<file path="src/rtl/multicycle_main_cu_if.sv">
// -----------------------------------------------------------------------------
// multicycle_main_cu_if
// Bundle between the multicycle main control unit and the datapath.
//   opcode     : instr[6:0] from the instruction register
//   zero       : ALU zero flag
//   mem_ready  : memory finished the current access this cycle
//   pc_en      : PC load enable
//   adr_src    : memory address select (0 PC, 1 ALU result register)
//   mem_write  : memory write strobe
//   ir_write   : instruction register load
//   result_src : result mux select (00 ALUOut, 01 mem data, 10 ALU result)
//   alu_src_a  : ALU A select (00 PC, 01 old PC, 10 rs1)
//   alu_src_b  : ALU B select (00 rs2, 01 imm, 10 const 4)
//   alu_op     : ALU operation class (00 add, 01 sub, 10 decode funct)
//   reg_write  : register file write enable
//   illegal    : one-cycle pulse, unsupported opcode in DECODE
//   state      : current FSM state (debug)
// master = control unit side, slave = datapath side.
// -----------------------------------------------------------------------------
interface multicycle_main_cu_if;
   logic [6:0] opcode;
   logic       zero;
   logic       mem_ready;
   logic       pc_en;
   logic       adr_src;
   logic       mem_write;
   logic       ir_write;
   logic [1:0] result_src;
   logic [1:0] alu_src_a;
   logic [1:0] alu_src_b;
   logic [1:0] alu_op;
   logic       reg_write;
   logic       illegal;
   logic [3:0] state;

   modport master (
      input  opcode, zero, mem_ready,
      output pc_en, adr_src, mem_write, ir_write, result_src,
             alu_src_a, alu_src_b, alu_op, reg_write, illegal, state
   );

   modport slave (
      output opcode, zero, mem_ready,
      input  pc_en, adr_src, mem_write, ir_write, result_src,
             alu_src_a, alu_src_b, alu_op, reg_write, illegal, state
   );
endinterface

</file>
<file path="src/rtl/multicycle_main_cu.sv">
// -----------------------------------------------------------------------------
// multicycle_main_cu
// Main control FSM for the multicycle RV32 subset datapath (lw, sw, R, beq).
// Sequences fetch/decode/execute/memory/writeback and drives every datapath
// mux select and enable. Memory states stall until mem_ready is seen.
// Ports:
//   clk : system clock, rising edge
//   rst : synchronous, active-high reset (returns the FSM to FETCH)
//   cu  : control bundle (multicycle_main_cu_if.master), see interface header
// -----------------------------------------------------------------------------
module multicycle_main_cu #(
   parameter logic [6:0] OP_LW  = 7'b0000011,
   parameter logic [6:0] OP_SW  = 7'b0100011,
   parameter logic [6:0] OP_R   = 7'b0110011,
   parameter logic [6:0] OP_BEQ = 7'b1100011
) (
   input logic                  clk,
   input logic                  rst,
   multicycle_main_cu_if.master cu
);

   typedef enum logic [3:0] {
      S_FETCH    = 4'd0,
      S_DECODE   = 4'd1,
      S_MEMADR   = 4'd2,
      S_MEMREAD  = 4'd3,
      S_MEMWB    = 4'd4,
      S_MEMWRITE = 4'd5,
      S_EXECR    = 4'd6,
      S_ALUWB    = 4'd7,
      S_BEQ      = 4'd8
   } state_t;

   state_t     state_q, state_d;

   logic       pc_write;
   logic       branch;
   logic       adr_src;
   logic       mem_write;
   logic       ir_write;
   logic [1:0] result_src;
   logic [1:0] alu_src_a;
   logic [1:0] alu_src_b;
   logic [1:0] alu_op;
   logic       reg_write;
   logic       illegal;

   // Next-state and Moore output decode.
   always_comb begin
      // NOTE: every signal gets a default before the case so no path leaves
      // one unassigned; otherwise synthesis infers a latch.
      state_d    = state_q;
      pc_write   = 1'b0;
      branch     = 1'b0;
      adr_src    = 1'b0;
      mem_write  = 1'b0;
      ir_write   = 1'b0;
      result_src = 2'b00;
      alu_src_a  = 2'b00;
      alu_src_b  = 2'b00;
      alu_op     = 2'b00;
      reg_write  = 1'b0;
      illegal    = 1'b0;

      unique case (state_q)
         S_FETCH: begin
            // PC + 4 is computed and written back as the fetch completes.
            alu_src_b  = 2'b10;
            result_src = 2'b10;
            ir_write   = cu.mem_ready;
            pc_write   = cu.mem_ready;
            if (cu.mem_ready) state_d = S_DECODE;
         end
         S_DECODE: begin
            // Precompute the branch target (old PC + imm) into ALUOut.
            alu_src_a = 2'b01;
            alu_src_b = 2'b01;
            if (cu.opcode == OP_LW || cu.opcode == OP_SW) state_d = S_MEMADR;
            else if (cu.opcode == OP_R)                   state_d = S_EXECR;
            else if (cu.opcode == OP_BEQ)                 state_d = S_BEQ;
            else begin
               illegal = 1'b1;
               state_d = S_FETCH;
            end
         end
         S_MEMADR: begin
            alu_src_a = 2'b10;
            alu_src_b = 2'b01;
            // Only lw and sw reach this state, so anything but lw is a store.
            state_d   = (cu.opcode == OP_LW) ? S_MEMREAD : S_MEMWRITE;
         end
         S_MEMREAD: begin
            adr_src = 1'b1;
            if (cu.mem_ready) state_d = S_MEMWB;
         end
         S_MEMWB: begin
            result_src = 2'b01;
            reg_write  = 1'b1;
            state_d    = S_FETCH;
         end
         S_MEMWRITE: begin
            adr_src   = 1'b1;
            mem_write = 1'b1;
            if (cu.mem_ready) state_d = S_FETCH;
         end
         S_EXECR: begin
            alu_src_a = 2'b10;
            alu_op    = 2'b10;
            state_d   = S_ALUWB;
         end
         S_ALUWB: begin
            reg_write = 1'b1;
            state_d   = S_FETCH;
         end
         S_BEQ: begin
            // ALUOut holds the branch target; zero decides whether it loads.
            alu_src_a = 2'b10;
            alu_op    = 2'b01;
            branch    = 1'b1;
            state_d   = S_FETCH;
         end
         default: state_d = S_FETCH;
      endcase
   end

   always_ff @(posedge clk) begin
      // NOTE: sequential state uses non-blocking assignment so every flop
      // samples the pre-edge values regardless of statement order.
      if (rst) state_q <= S_FETCH;
      else     state_q <= state_d;
   end

   assign cu.pc_en      = pc_write | (branch & cu.zero);
   assign cu.adr_src    = adr_src;
   assign cu.mem_write  = mem_write;
   assign cu.ir_write   = ir_write;
   assign cu.result_src = result_src;
   assign cu.alu_src_a  = alu_src_a;
   assign cu.alu_src_b  = alu_src_b;
   assign cu.alu_op     = alu_op;
   assign cu.reg_write  = reg_write;
   assign cu.illegal    = illegal;
   assign cu.state      = state_q;

endmodule

</file>
<file path="src/flat_wrapper.sv">
// flat-port wrapper written by rule: the top's interface ports become plain ports
module multicycle_main_cu_flat 
#(
   parameter logic [6:0] OP_LW  = 7'b0000011,
   parameter logic [6:0] OP_SW  = 7'b0100011,
   parameter logic [6:0] OP_R   = 7'b0110011,
   parameter logic [6:0] OP_BEQ = 7'b1100011
)
  (clk, rst, cu_opcode, cu_zero, cu_mem_ready, cu_pc_en, cu_adr_src, cu_mem_write, cu_ir_write, cu_result_src, cu_alu_src_a, cu_alu_src_b, cu_alu_op, cu_reg_write, cu_illegal, cu_state);
  multicycle_main_cu_if cu_i ();
  input logic clk;
  input logic rst;
  input wire logic [$bits(cu_i.opcode)-1:0] cu_opcode;
  input wire logic [$bits(cu_i.zero)-1:0] cu_zero;
  input wire logic [$bits(cu_i.mem_ready)-1:0] cu_mem_ready;
  output wire logic [$bits(cu_i.pc_en)-1:0] cu_pc_en;
  output wire logic [$bits(cu_i.adr_src)-1:0] cu_adr_src;
  output wire logic [$bits(cu_i.mem_write)-1:0] cu_mem_write;
  output wire logic [$bits(cu_i.ir_write)-1:0] cu_ir_write;
  output wire logic [$bits(cu_i.result_src)-1:0] cu_result_src;
  output wire logic [$bits(cu_i.alu_src_a)-1:0] cu_alu_src_a;
  output wire logic [$bits(cu_i.alu_src_b)-1:0] cu_alu_src_b;
  output wire logic [$bits(cu_i.alu_op)-1:0] cu_alu_op;
  output wire logic [$bits(cu_i.reg_write)-1:0] cu_reg_write;
  output wire logic [$bits(cu_i.illegal)-1:0] cu_illegal;
  output wire logic [$bits(cu_i.state)-1:0] cu_state;
  assign cu_i.opcode = cu_opcode;
  assign cu_i.zero = cu_zero;
  assign cu_i.mem_ready = cu_mem_ready;
  assign cu_pc_en = cu_i.pc_en;
  assign cu_adr_src = cu_i.adr_src;
  assign cu_mem_write = cu_i.mem_write;
  assign cu_ir_write = cu_i.ir_write;
  assign cu_result_src = cu_i.result_src;
  assign cu_alu_src_a = cu_i.alu_src_a;
  assign cu_alu_src_b = cu_i.alu_src_b;
  assign cu_alu_op = cu_i.alu_op;
  assign cu_reg_write = cu_i.reg_write;
  assign cu_illegal = cu_i.illegal;
  assign cu_state = cu_i.state;
  multicycle_main_cu #(.OP_LW(OP_LW), .OP_SW(OP_SW), .OP_R(OP_R), .OP_BEQ(OP_BEQ)) u_core (.clk(clk), .rst(rst), .cu(cu_i));
endmodule
</file>
<file path="config.mk">
export PLATFORM = sky130hd
export DESIGN_NAME = multicycle_main_cu_flat
export DESIGN_NICKNAME = d
export VERILOG_FILES = /design/src/rtl/multicycle_main_cu_if.sv /design/src/rtl/multicycle_main_cu.sv /design/src/flat_wrapper.sv
export SDC_FILE = /design/constraint.sdc
export NUM_CORES = 1
export LEC_CHECK = 0
export BUFFER_PORTS_ARGS = -buffer_cell sky130_fd_sc_hd__buf_2
export CAP_MARGIN = 20
export CORE_AREA = 3 3 40 42
export DETAILED_ROUTE_END_ITERATION = 12
export DIE_AREA = 0 0 43 45
export GPL_TIMING_DRIVEN = 0
export PLACE_DENSITY = 0.7
export SYNTH_ARGS = -nofsm -noshare
export SYNTH_HDL_FRONTEND = slang
export SYNTH_SLANG_ARGS = --single-unit
</file>
<file path="constraint.sdc">
create_clock -name clk -period 1.52 [get_ports clk]
set_input_delay 0.228 -clock clk [delete_from_list [all_inputs] [get_ports clk]]
set_output_delay 0.228 -clock clk [all_outputs]
set_load 0.01 [all_outputs]
</file>
==> summary.txt, run 1 <==
Run
  • Max Cap Violations: 0

Floorplanning
  • Ports: 29
  • Core Region: 1280 sq um
  • Die area: between 1500 and 2000 sq um
  • Die Y: 45 um
  • # rows: 13
  • Die W: about 43 um
  • Initial Utilization: 0.369

Synth
  • Post-Syn Instances: 57
  • Leading area contributor after synthesis: dfxtp_1
  • Top cell type's share of synthesized area: 0.169
  • Mapped cell area: 474 sq um
  • Yosys warns: 0
  • Top post-synthesis cells by count: nand2_1, dfxtp_1, inv_1, nor3_1
  • Post-synth EDFFs: 0
  • Number of synthesized register bits: 4
  • Area contributors post-synth: dfxtp_1, nor4b_4, a21o_1
  • Syn avg cell area: 8.32 sq um
  • Ys flop type: dfxtp_1
  • Yosys cell types: 32
  • Register area share after synthesis: 0.169
  • Asr flop ratio synth: 0
  • Count leader, synth: nand2_1
  • Synthesized net count: 68

Final layout
  • Post-route cell area: roughly 870 sq um
  • Non-Filler Instances: around 110
  • Layout cell share with drive strength beyond 1: 0.657
  • N_diodes: 0
  • Nets@finish: 112
  • Syn-to-layout area delta: 83.6%
  • Max reg flops: 4

Hold path
  • Hold Path Class: primary input to flip-flop

GRT
  • Initial antenna violation count: 0
  • Pin count of the biggest net entering global routing: 11
  • First-pass GRT wire length: between 2000 and 2500 um
  • Tot GR Track Use: 0.164
  • GRT overflow: 0
  • Vias in the first global route: approximately 540

STA
  • Maximum clock frequency: around 0.62 GHz
  • Rel. slew slack: 0.834
  • Fin crit period: 1.60 ns
  • Clock Skew: 0.00850 ns
  • Worst-Margin Slew: 0.246 ns
  • Final Max Slew Viols: 0
  • Final WS setup: -0.0819 ns
  • Setup repair after global routing missed its margin: true
  • Setup violations, final: 4
  • WHS: 0.201 ns
  • Fin. Hold Viols: 0
  • Post-route clock period utilization: 1.05

Placed design
  • Placed Cells incl. Taps: 100
  • Placed Area: 654 sq um
  • PortBufs: 28
  • Post-DP HPWL: 959 um
  • Setup WS pre-CTS: -0.0691 ns
  • Gpl congestion: 0.693

Critical path
  • Crit path DAT: 1.37 ns
  • CP Capture Type: output pin
  • CP Max Fanout: 5
  • WP data required: 1.29 ns
  • Crit Path Class: flip-flop to output pin
  • Worst Setup Start Kind: flip-flop

Pwr
  • Power per Cell Area: 411 nW/um^2
  • Max VDD drop: 0.000403 V
  • LEAKAGE: around 0.44 nW

Drt
  • Number of vias per cell: 5.13
  • DR iter-0 viols: 12
  • Detailed Route WL: approximately 1400 um
  • Post-DRT Antenna Nets: 0
  • Via count: 585
  • WL/cell: 12.4 um
  • First drt pass iteration count: 4
  • # DRC: 0

Status
  • Status: finished, violations left
  • Violated checks: setup timing

CTS
  • TritonCTS buffer count: 3
  • Htree depth: 1
  • CTS clk-pin slew, worst paths: about 0.04 ns
  • Root Buffer: clkbuf_4
  • CTS tree: yes
  • Hold-fix buffers, CTS: 0
  • Buffer depth of the longest clock path: 2
  • TritonCTS Sinks: 4
  • Worst skew pair latency: 0.24 ns
[layout by cell type (no fill, tap or decap), types with 2 or more instances in the layout]
cell	count
nor3_1	2
nor3_2	2
buf_6	3
nor4_1	2
nand2_1	5
nor4b_4	2
inv_1	4
clkbuf_4	3
buf_4	11
and2_1	2
buf_2	26
buf_12	2
a21o_1	3
a21oi_1	2
nor2_1	2
dfxtp_4	3
[cell type report]
type | count | area (sq um)
plain buffers | 4 | 60.1
clock buffers | 3 | 22.5
fillers | 103 | 414
inverters | 4 | 15.0
multi-input cells | 44 | 407
flip-flops and latches | 4 | 92.6
well taps | 15 | 18.8
repair buffers | 40 | 255
[repair_timing]
item                                    in CTS  in global routing
endpoints found under the setup margin      10                 11
gates resized for setup                     16                  7
buffers inserted                            12                  1
pin swaps                                    4                  3
endpoints found under the hold margin        0                  0
[worst max-delay path: stages (launching register included)]
cell,delay [ns]
dfxtp_4,0.34
buf_8,0.13
nor4_4,0.26
and2_1,0.19
a21o_1,0.09
buf_2,0.12
[where the power goes]
part           internal (mW)  switching [mW]
Combinational         0.0652          0.0510
Clock                 0.0886          0.0486
Sequential             0.103         0.00144
Total                  0.257           0.101
[kinds of logic after synthesis]
family | synth area share
and+or+nand+nor | 0.383
AOI/OAI and AO/OA | 0.240
buffers and inverters | 0.140
DFF | 0.169
xor gates and xnor gates | 0.0369
muxes | 0.0317
[worst paths after layout]
check,startpoint,endpoint,slack (ns),cells after the start
max,u_core.cu.state[0]$_SDFFE_PP0P_,cu_pc_en,-0.08,5
max reg2reg,u_core.cu.state[2]$_SDFFE_PP0P_,u_core.cu.state[2]$_SDFFE_PP0P_,0.11,5
min reg2reg,u_core.cu.state[3]$_SDFFE_PP0P_,u_core.cu.state[3]$_SDFFE_PP0P_,0.59,3
min,rst,u_core.cu.state[0]$_SDFFE_PP0P_,0.20,2
[metrics by stage]
step	total power, mW	setup TNS (ns)	utilization
after floorplan	0.160	0	-
after global placement	0.195	-0.0121	0.509
after detailed placement	0.196	-0.103	0.509
after CTS	0.358	-0.160	0.642
after global routing	0.384	-0.634	0.678
final	0.358	-0.131	0.678
[per-layer routing]
| layer | vias to the layer above | global-route usage | routed length, um |
|---|---|---|---|
| met1 | 266 | 0.195 | 603 |
| met3 | 0 | 0.0558 | 117 |
| met4 | 0 | 0.0181 | 0 |
| met2 | 24 | 0.296 | 698 |
| met5 | - | 0 | 0 |
| li1 | 295 | - | - |
No activity file was read; power rests on OpenSTA's default activity.
==> inputs of run 2 (changes only) <==
--- a/config.mk
+++ b/config.mk
@@ -8,10 +8,11 @@
 export BUFFER_PORTS_ARGS = -buffer_cell sky130_fd_sc_hd__buf_2
 export CAP_MARGIN = 20
 export CORE_AREA = 3 3 40 42
+export CTS_BUF_LIST = sky130_fd_sc_hd__clkbuf_8
 export DETAILED_ROUTE_END_ITERATION = 12
 export DIE_AREA = 0 0 43 45
 export GPL_TIMING_DRIVEN = 0
-export PLACE_DENSITY = 0.7
+export PLACE_DENSITY = 0.67
 export SYNTH_ARGS = -nofsm -noshare
 export SYNTH_HDL_FRONTEND = slang
 export SYNTH_SLANG_ARGS = --single-unit
==> summary.txt, run 2 (synthesis gave the netlist of run 1 again) <==
Final layout
  • Syn-to-layout area delta: 76.8% (was 83.6%)
  • Fillcell total: 118 (was 103)
  • Max reg flops: 4 (unchanged)
  • Most frequent cells in the layout: buf_2, buf_4, nand2_1 (unchanged)
  • Nets@finish: 109 (was 112)
  • Commonest non-fill, non-tap cell in the layout: buf_2 (unchanged)
  • Layout cell share with drive strength beyond 1: 0.615 (was 0.657)
  • N_diodes: 0 (unchanged)
  • Multi-input gate area: 383 sq um (was 407 sq um)
  • Sequential cell area: 95.1 sq um (was 92.6 sq um)

Status
  • Violated checks: setup timing (unchanged)
  • Status: finished, violations left (unchanged)

GRT
  • First-pass GRT wire length: 2150 um (was 2400 um)
  • Pin count of the biggest net entering global routing: 11 (unchanged)
  • Vias in the first global route: 497 (was 543)
  • GRT overflow: 0 (unchanged)
  • Tot GR Track Use: 0.143 (was 0.164)
  • Initial antenna violation count: 0 (unchanged)

Drt
  • WL/cell: 12.0 um (was 12.4 um)
  • Detailed Route WL: 1330 um (was 1420 um)
  • Number of vias per cell: 5.24 (was 5.13)
  • Post-DRT Antenna Nets: 0 (unchanged)
  • DR iter-0 viols: 13 (was 12)
  • # DRC: 0 (unchanged)
  • Via count: 582 (was 585)
  • First drt pass iteration count: 4 (unchanged)

Pwr
  • Clock share of power: 0.505 (was 0.383)
  • Sw Pwr: 0.103 mW (was 0.101 mW)
  • Sequential power share: 0.237 (was 0.292)
  • Max VDD drop: 0.000405 V (was 0.000403 V)
  • Combinational power share: 0.258 (was 0.325)
  • LEAKAGE: 0.416 nW (was 0.439 nW)
  • Sw Share: 0.235 (was 0.282)
  • Power per Cell Area: 520 nW/um^2 (was 411 nW/um^2)
  • Internal power: 0.334 mW (was 0.257 mW)
  • Final Total Pwr: 0.436 mW (was 0.358 mW)

Run
  • Max Cap Violations: 0 (unchanged)

STA
  • Fin. Hold Viols: 0 (unchanged)
  • Setup repair after global routing missed its margin: true (unchanged)
  • Rel. slew slack: 0.833 (was 0.834)
  • Final WS setup: -0.00927 ns (was -0.0819 ns)
  • Maximum clock frequency: 0.654 GHz (was 0.624 GHz)
  • Worst-Margin Slew: 0.249 ns (was 0.246 ns)
  • Final Max Slew Viols: 0 (unchanged)
  • Setup_tns: -0.00927 ns (was -0.131 ns)
  • Post-route clock period utilization: 1.01 (was 1.05)
  • Clock Skew: 0.00671 ns (was 0.00850 ns)
  • WHS: 0.213 ns (was 0.201 ns)
  • Fin crit period: 1.53 ns (was 1.60 ns)
  • Setup violations, final: 1 (was 4)

Critical path
  • Buf/Inv on CP: 2 (unchanged)
  • CP Max Fanout: 4 (was 5)
  • Worst r2r path cells: 4 (was 5)
  • Crit Path Class: flip-flop to output pin (unchanged)
  • CP max stage delay: 0.34 ns (about the same)
  • Slowest stage cell, crit path: dfxtp_4 (unchanged)
  • WP data required: 1.29 ns (about the same)
  • Worst Setup Start Kind: flip-flop (unchanged)
  • CP delay by family, top: simple AND/OR/NAND/NOR gates (unchanged)
  • Crit path DAT: 1.30 ns (was 1.37 ns)
  • CP cell instances: buf_8 > nor4_4 > and2_1 > a21o_1 > buf_2 (unchanged)
  • Crit. path cell count: 5 (unchanged)
  • CP Capture Type: output pin (unchanged)

Floorplanning
  • Die W: 43 um (unchanged)
  • Core Region: 1280 sq um (unchanged)
  • Initial Utilization: 0.369 (unchanged)
  • Die Y: 45 um (unchanged)
  • Ports: 29 (unchanged)
  • Die area: 1940 sq um (unchanged)
  • # rows: 13 (unchanged)

CTS
  • Root Buffer: clkbuf_8 (was clkbuf_4)
  • Htree depth: 1 (unchanged)
  • TritonCTS Sinks: 4 (unchanged)
  • Buffer depth of the longest clock path: 2 (unchanged)
  • Worst skew pair latency: 0.22 ns (was 0.24 ns)
  • Hold-fix buffers, CTS: 0 (unchanged)
  • CTS clk-pin slew, worst paths: 0.03 ns (was 0.04 ns)
  • CTS tree: yes (unchanged)
  • TritonCTS buffer count: 3 (unchanged)

Placed design
  • Setup WS pre-CTS: -0.0236 ns (was -0.0691 ns)
  • Gpl congestion: 0.753 (was 0.693)
  • Post-DP HPWL: 953 um (was 959 um)
  • PortBufs: 28 (unchanged)

Hold path
  • Worst hold stages: 2 (unchanged)
  • Hold Path Class: primary input to flip-flop (unchanged)
[run 2: cell count changes in the layout (fill, tap and decap cells not counted), moves of 2 or more]
cell / previous run / this run
clkbuf_4: 3 / 0
clkbuf_8: 1 / 4
buf_4: 11 / 6
buf_8: 1 / 3
[run 2: final cells by class]
cell class                      instances  share of cell area
Multi-Input combinational cell         44               0.457
Clock buffer                            3              0.0493
Tap cell                               15              0.0224
Sequential cell                         4               0.113
Inverter                                4              0.0179
Buffer                                  5              0.0836
Timing Repair Buffer                   36               0.257
[run 2: what timing repair did]
action / in CTS / in global routing
pin swaps: 2 / 0
resized for setup: 14 / 8
setup endpoints to repair: 8 / 8
setup buffers: 7 / 1
[run 2: worst paths after layout]
check / from / endpoint / slack [ns]
hold / removal: rst / u_core.cu.state[0]$_SDFFE_PP0P_ / 0.21
setup reg to reg: u_core.cu.state[1]$_SDFFE_PP0P_ / u_core.cu.state[2]$_SDFFE_PP0P_ / 0.17
setup / recovery: u_core.cu.state[0]$_SDFFE_PP0P_ / cu_pc_en / -0.009
hold reg to reg: u_core.cu.state[3]$_SDFFE_PP0P_ / u_core.cu.state[3]$_SDFFE_PP0P_ / 0.59
[run 2: power groups by stage]
stage,logic [mW],registers (mW),clock network (mW)
6_report,0.112,0.103,0.220
5_1_grt,0.122,0.103,0.234
4_1_cts,0.108,0.107,0.220
3_5_place_dp,0.0850,0.111,0
3_3_place_gp,0.0838,0.111,0
2_1_floorplan,0.0484,0.112,0
[run 2: layer usage]
layer  up-vias  track usage  routed length [um]
met4         0       0.0361                   0
met5         -            0                   0
met2        17        0.237                 649
met1       275        0.187                 609
met3         0       0.0359                  73
li1        290            -                   -
[run 2: per-stage QoR]
stage          cell area (sq um)   util  instances
2_1_floorplan                495      -         57
3_3_place_gp                 654  0.509        100
3_5_place_dp                 654  0.509        100
4_1_cts                      805  0.626        110
5_1_grt                      838  0.652        111
6_report                     838  0.652        111
